**src/rtl/lock_pkg.sv**
```systemverilog
// Shared encodings for the keypad lock: state codes and field widths.
package lock_pkg;

    localparam int STATE_W = 2;
    localparam int ERR_W   = 2;

    localparam logic [STATE_W-1:0] AB = 2'b00;
    localparam logic [STATE_W-1:0] FE = 2'b01;
    localparam logic [STATE_W-1:0] BL = 2'b10;

endpackage

```
**src/rtl/lockout_timer.sv**
```systemverilog
// Lockout down-counter: load presets LOCK_CYCLES-1, enable decrements, saturating at 0.
// Latency: zero flag is combinational from the registered count.
// Backpressure: none; load and enable are sampled every cycle.
module lockout_timer #(
    parameter int LOCK_CYCLES = 16
) (
    input  logic clk,
    input  logic rst_n,
    input  logic load,
    input  logic enable,
    output logic zero
);

    // A one-cycle lockout still needs a 1-bit register.
    localparam int              W        = (LOCK_CYCLES > 1) ? $clog2(LOCK_CYCLES) : 1;
    localparam logic [W-1:0]    LOAD_VAL = W'(LOCK_CYCLES - 1);

    logic [W-1:0] cnt;

    assign zero = (cnt == '0);

    always_ff @(posedge clk or negedge rst_n) begin
        if (!rst_n) begin
            cnt <= '0;
        end else if (load) begin
            cnt <= LOAD_VAL;
        end else if (enable && !zero) begin
            cnt <= cnt - 1'b1;
        end
    end

endmodule

```
**src/rtl/lock_controller.sv**
```systemverilog
// Keypad lock sequencer: open/closed/blocked state, failed-attempt count, timed lockout.
// Latency: a press or close detected at edge N updates all outputs at edge N.
// Backpressure: none; B and fechar are edge-detected levels, held levels give one event.
module lock_controller
    import lock_pkg::*;
#(
    parameter int MAX_ERRORS  = 3,
    parameter int LOCK_CYCLES = 16
) (
    input  logic               clk,
    input  logic               rst_n,
    input  logic               B,
    input  logic               senha_ok,
    input  logic               fechar,
    output logic [STATE_W-1:0] state,
    output logic [ERR_W-1:0]   error_count,
    output logic               erro,
    output logic               travado,
    output logic               aberto
);

    localparam logic [ERR_W-1:0] MAX_CNT = ERR_W'(MAX_ERRORS);

    logic               b_q;
    logic               f_q;
    logic               press;
    logic               close;
    logic [STATE_W-1:0] state_nxt;
    logic [ERR_W-1:0]   cnt_nxt;
    logic [ERR_W-1:0]   cnt_inc;
    logic               erro_nxt;
    logic               tmr_load;
    logic               tmr_zero;

    assign press = B & ~b_q;
    assign close = fechar & ~f_q;

    lockout_timer #(
        .LOCK_CYCLES(LOCK_CYCLES)
    ) u_timer (
        .clk    (clk),
        .rst_n  (rst_n),
        .load   (tmr_load),
        .enable (state == BL),
        .zero   (tmr_zero)
    );

    always_comb begin
        state_nxt = state;
        cnt_nxt   = error_count;
        erro_nxt  = 1'b0;
        tmr_load  = 1'b0;
        // Saturating increment: the count never wraps past MAX_ERRORS.
        cnt_inc   = (error_count < MAX_CNT) ? error_count + 1'b1 : error_count;
        case (state)
            FE: begin
                if (press) begin
                    if (senha_ok) begin
                        state_nxt = AB;
                        cnt_nxt   = '0;
                    end else begin
                        erro_nxt = 1'b1;
                        cnt_nxt  = cnt_inc;
                        if (cnt_inc == MAX_CNT) begin
                            state_nxt = BL;
                            tmr_load  = 1'b1;
                        end
                    end
                end
            end
            AB: begin
                cnt_nxt = '0;
                if (close) begin
                    state_nxt = FE;
                end
            end
            BL: begin
                cnt_nxt = MAX_CNT;
                if (tmr_zero) begin
                    state_nxt = FE;
                    cnt_nxt   = '0;
                end
            end
            default: begin
                state_nxt = FE;
                cnt_nxt   = '0;
            end
        endcase
    end

    // Edge-detect registers preset high so a level held through reset is not an event.
    always_ff @(posedge clk or negedge rst_n) begin
        if (!rst_n) begin
            b_q         <= 1'b1;
            f_q         <= 1'b1;
            state       <= FE;
            error_count <= '0;
            erro        <= 1'b0;
            travado     <= 1'b0;
            aberto      <= 1'b0;
        end else begin
            b_q         <= B;
            f_q         <= fechar;
            state       <= state_nxt;
            error_count <= cnt_nxt;
            erro        <= erro_nxt;
            travado     <= (state_nxt == BL);
            aberto      <= (state_nxt == AB);
        end
    end

endmodule
```
**config.mk**
```make
export PLATFORM = sky130hd
export DESIGN_NAME = lock_controller
export DESIGN_NICKNAME = d
export VERILOG_FILES = /design/src/rtl/lock_pkg.sv /design/src/rtl/lockout_timer.sv /design/src/rtl/lock_controller.sv
export SDC_FILE = /design/constraint.sdc
export NUM_CORES = 1
export LEC_CHECK = 0
export BUFFER_PORTS_ARGS = -buffer_cell sky130_fd_sc_hd__buf_2
export CELL_PAD_IN_SITES_DETAIL_PLACEMENT = 1
export CELL_PAD_IN_SITES_GLOBAL_PLACEMENT = 1
export CORE_MARGIN = 10
export CORE_UTILIZATION = 30
export CTS_CLUSTER_SIZE = 20
export DETAILED_ROUTE_END_ITERATION = 7
export PLACE_DENSITY_LB_ADDON = 0.3
export REMOVE_ABC_BUFFERS = 1
export SYNTH_ARGS = -nofsm -noshare
export SYNTH_HDL_FRONTEND = slang
export SYNTH_HIERARCHICAL = 1
export SYNTH_SLANG_ARGS = --single-unit
```
**constraint.sdc**
```tcl
create_clock -name clk -period 2.85 [get_ports clk]
set_input_delay 0.1425 -clock clk [delete_from_list [all_inputs] [get_ports clk]]
set_output_delay 0.1425 -clock clk [all_outputs]
set_load 0.005 [all_outputs]
```
==> results.txt <==
The flow ran to the end, and the final reports show no timing, DRC or antenna violations. The global placement routability congestion came out at 0.763. The vertical die dimension is 67.9 microns. The biggest area contributor in the post-synthesis netlist is sky130_fd_sc_hd__dfrtp_1.

The sequential fraction of design power is 0.439. The number of sinks on the clock net is 13. For this run, design rule violations remaining after detail routing come to 0. The number of DRC violations after detailed-routing iteration 0 came out at 14. The net switching power of the design is 205 uW. The final cell utilization of the core came out at 0.381. By instance count, the leading cell after synthesis is sky130_fd_sc_hd__dfrtp_1.

The largest vdd supply drop came out at 284 uV. The slew of the pin with the lowest slew margin came out at 0.396 ns. The path with the worst hold slack has its endpoint at erro. The share of the synthesized area in compound gates (AO/OA/AOI/OAI) came out at 0.115. The count of synthesis-stage warnings from yosys is 6. For this run, the register share of the synthesized area comes to 0.478. In the finished design, the share of the clock period the worst path needs comes to 0.631. TritonCTS built the clock tree. The largest net degree at the start of global routing is 14. The number of hold-slack violations in the final timing report is 0.

The achievable frequency came out at 556 MHz. The netlist area before placement came out at 688 sq um. The share of total power dissipated in combinational logic is 0.357. The final net count is 95. In this run the horizontal extent of the chip is 67.9 microns. The portion of synthesized cell area occupied by the leading cell type is 0.364. In this run the most critical hold path is launched from senha_ok.

The average vias per placed instance is 4.64. The clock network power share is 0.204. The met2 layer wire length in the routed design came out at 768 microns. The class of the tightest hold or removal check is in -> reg. The switching share of total power is 0.353.

The boundary pin count came out at 12. Setup repair after global routing left no endpoint under its margin. The number of buffers inserted to repair setup after CTS is 0.

In the synthesized netlist the dominant register cell turns out to be sky130_fd_sc_hd__dfrtp_1. The most critical setup path has its startpoint at u_timer/cnt[0]. The number of port buffers is 11. The worst setup path is launched from a flip-flop.

At the later pin of the worst-skew pair, clock insertion delay measures 0.28 ns. The worst register-to-register path has a depth of 7. The xor/xnor cell area share of the yosys netlist is 0.

The endpoint class of the critical path is a flip-flop. The normalized max-slew margin came out at 0.735. The power per unit of standard cell area came out at 696 nW/um^2. After synthesis, the largest family of logic cells by area is simple AND/OR/NAND/NOR gates. The detailed placement HPWL came out at 1130 microns. In the global route stage, overall resource usage came out at 0.0751. The first detailed-routing pass ran for 4 iterations.

Across all register-to-register paths, the minimum setup slack is 1.05 ns. The final-layout fill cell count came out at 250. The number of setup violations in the final report came out at 0. The total global routing overflow came out at 0.

The worst endpoint required time came out at 3.07 ns. The design internal power came out at 376 uW. The clock transition time at the flip-flop clock pins of the worst setup and hold paths came out at 0.08 ns. The fraction of registers with async set/reset came out at 1.00. Once detail routing completed, the nets flagged for antenna violations numbered 0. The total count of max-transition violations in the final report is 0.

The routed design uses 43 microns of met3 wire. The top fanout value on the critical path came out at 4. The count of H-tree levels built during CTS is 1.

The synthesized design contains 0 enable-type register cells. The share of synthesized cell area in full adder, half adder and majority cells came out at 0.0909. No sink is reached through more buffers than the 2 on the longest clock path. The starting utilization of the core area is 0.314. The startpoint identified for the worst register-to-register timing path is u_timer/cnt[0]. The first-pass GRT wire length is 2690 microns. The number of antenna cells inserted is 0.

After technology mapping, the gate count stands at 66. The count of unique library cells instantiated by Yosys is 24. The core region is 2190 sq um. The final worst clock skew is 0.00117 ns. The initial antenna violation count is 0. In the final layout, the share of cells above drive strength 1 is 0.250. After floorplanning, the core was divided into 17 placement rows.

The endpoint arrival time on the critical path is 2.01 ns. The commonest cells after synthesis are sky130_fd_sc_hd__dfrtp_1 (10), sky130_fd_sc_hd__inv_1 (6), sky130_fd_sc_hd__nor2_1 (6), sky130_fd_sc_hd__ha_1 (5), sky130_fd_sc_hd__nand2_1 (5). In this run the static leakage power is 0.000421 uW.

The detailed-routing wirelength on met1 is 615 microns. In the post-route analysis, the smallest setup slack over all paths is 1.05 ns. The post-detailed-routing wire length came out at 1460 microns. The worst path in the final design needs a cycle of 1.80 ns, including I/O delays and setup. In this run the critical register-to-register path is captured at aberto.

The average wire per standard cell came out at 13.0 microns. The simple-gate area share of the yosys netlist came out at 0.240. Sorting the synthesized cells by area gives the leading types as sky130_fd_sc_hd__dfrtp_1 (36%), sky130_fd_sc_hd__dfstp_2 (11%), sky130_fd_sc_hd__ha_1 (9.1%). The floorplan die area came out at 4610 sq um. The critical path is of the reg -> reg type. The synthesis-stage register bit count came out at 13. The worst setup slack before clock tree synthesis came out at 1.05 ns. The number of max-capacitance violations reported came out at 0. The cell sitting at the root of the clock tree is a sky130_fd_sc_hd__clkbuf_4.

The hold path depth came out at 3. The average size of a mapped cell came out at 10.4 sq um. Signal routing reaches up to met4. Counting the buffers created by CTS gives 3. The area growth from synthesis to final layout came out at 21.3%.

The detailed router placed 520 vias in this run. The total negative slack for setup checks came out at 0 ns. The fraction of synthesized area in multiplexers came out at 0.0436. The via count of the first global-routing pass was 606.
## how the worst max path moves through the flow
stage          endpoint  slack [ns]  cells past startpoint
2_1_floorplan    aberto        1.26                      7
3_3_place_gp     aberto        1.12                      7
3_5_place_dp     aberto        1.05                      7
4_1_cts          aberto        1.02                      7
5_1_grt          aberto        0.83                      7
6_report         aberto        1.05                      7
## cells by family after synthesis
family | count (synthesis)
AOI/OAI and AO/OA | 11
muxes | 3
DFF | 13
and+or+nand+nor | 28
buffers and inverters | 6
adders and majority gates | 5
## per-layer routing
layer  GRT usage  up-vias
li1            -      258
met1      0.0776      252
met2       0.135        6
met3      0.0228        4
met4      0.0377        0
met5           0        -
## metrics by stage
stage / area [sq um] / power, uW / hold slack, ns / std cells
CTS: 835 / 595 / 0.163 / 112
finish: 835 / 581 / 0.163 / 112
detailed placement: 778 / 468 / 0.0532 / 105
global placement: 778 / 463 / 0.0499 / 105
floorplan: 688 / 400 / -0.153 / 66
global route: 835 / 633 / 0.185 / 112
## cells in the final DEF (no fill, tap or decap)
cell type | Yosys | final
sky130_fd_sc_hd__mux2i_1 | 3 | 3
sky130_fd_sc_hd__dfrtp_1 | 10 | 10
sky130_fd_sc_hd__a21oi_1 | 3 | 3
sky130_fd_sc_hd__dlygate4sd3_1 | 0 | 3
sky130_fd_sc_hd__inv_1 | 6 | 6
sky130_fd_sc_hd__ha_1 | 5 | 5
sky130_fd_sc_hd__or4b_4 | 1 | 1
sky130_fd_sc_hd__o211ai_1 | 1 | 1
sky130_fd_sc_hd__nand2b_2 | 1 | 1
sky130_fd_sc_hd__and2b_1 | 1 | 1
sky130_fd_sc_hd__a31oi_2 | 1 | 1
sky130_fd_sc_hd__nand3_1 | 1 | 1
sky130_fd_sc_hd__o21ai_0 | 2 | 2
sky130_fd_sc_hd__nor2_1 | 6 | 6
sky130_fd_sc_hd__nand2_1 | 5 | 5
sky130_fd_sc_hd__a211o_1 | 3 | 3
sky130_fd_sc_hd__dfstp_2 | 3 | 3
sky130_fd_sc_hd__nor2b_1 | 4 | 4
sky130_fd_sc_hd__clkbuf_4 | 0 | 3
sky130_fd_sc_hd__a22oi_1 | 1 | 1
sky130_fd_sc_hd__clkbuf_1 | 0 | 1
sky130_fd_sc_hd__nand2b_1 | 2 | 2
sky130_fd_sc_hd__nor3b_1 | 2 | 2
sky130_fd_sc_hd__buf_2 | 0 | 11
sky130_fd_sc_hd__nand2b_4 | 1 | 1
sky130_fd_sc_hd__or2_0 | 1 | 1
sky130_fd_sc_hd__nor3_1 | 2 | 2
sky130_fd_sc_hd__and2_1 | 1 | 1
## cell type report
class | count | area, sq um | area share
multi-input combinational | 47 | 337 | 0.403
sequential | 13 | 329 | 0.394
timing repair buffer | 14 | 85.1 | 0.102
tap | 28 | 35.0 | 0.0420
clock buffer | 4 | 26.3 | 0.0315
inverter | 6 | 22.5 | 0.0270
## registers in the layout, indices dropped and copies added, names as in the netlist
signal and flops:
b_q 1, error_count 2, state 2, f_q 1, erro 1, travado 1
aberto 1, u_timer/cnt 4
## worst max-delay path, stage by stage, from the launching register on
cell                       delay [ns]
sky130_fd_sc_hd__dfrtp_1         0.40
sky130_fd_sc_hd__inv_1           0.08
sky130_fd_sc_hd__ha_1            0.16
sky130_fd_sc_hd__nor3b_1         0.36
sky130_fd_sc_hd__nand2b_1        0.24
sky130_fd_sc_hd__o211ai_1        0.11
sky130_fd_sc_hd__a22oi_1         0.22
sky130_fd_sc_hd__nor2b_1         0.16
## power by group through the flow
stage | combinational [uW] | clock, uW | sequential, uW
2_1_floorplan | 143 | 0 | 256
3_3_place_gp | 203 | 0 | 259
3_5_place_dp | 208 | 0 | 260
4_1_cts | 214 | 125 | 256
5_1_grt | 240 | 130 | 263
6_report | 208 | 118 | 255
## repair_timing
item / CTS / global route
hold endpoints to repair: 12 / 0
hold buffers: 3 / 0
gates resized for setup: 0 / 0
Power figures use the tool's default switching activity.
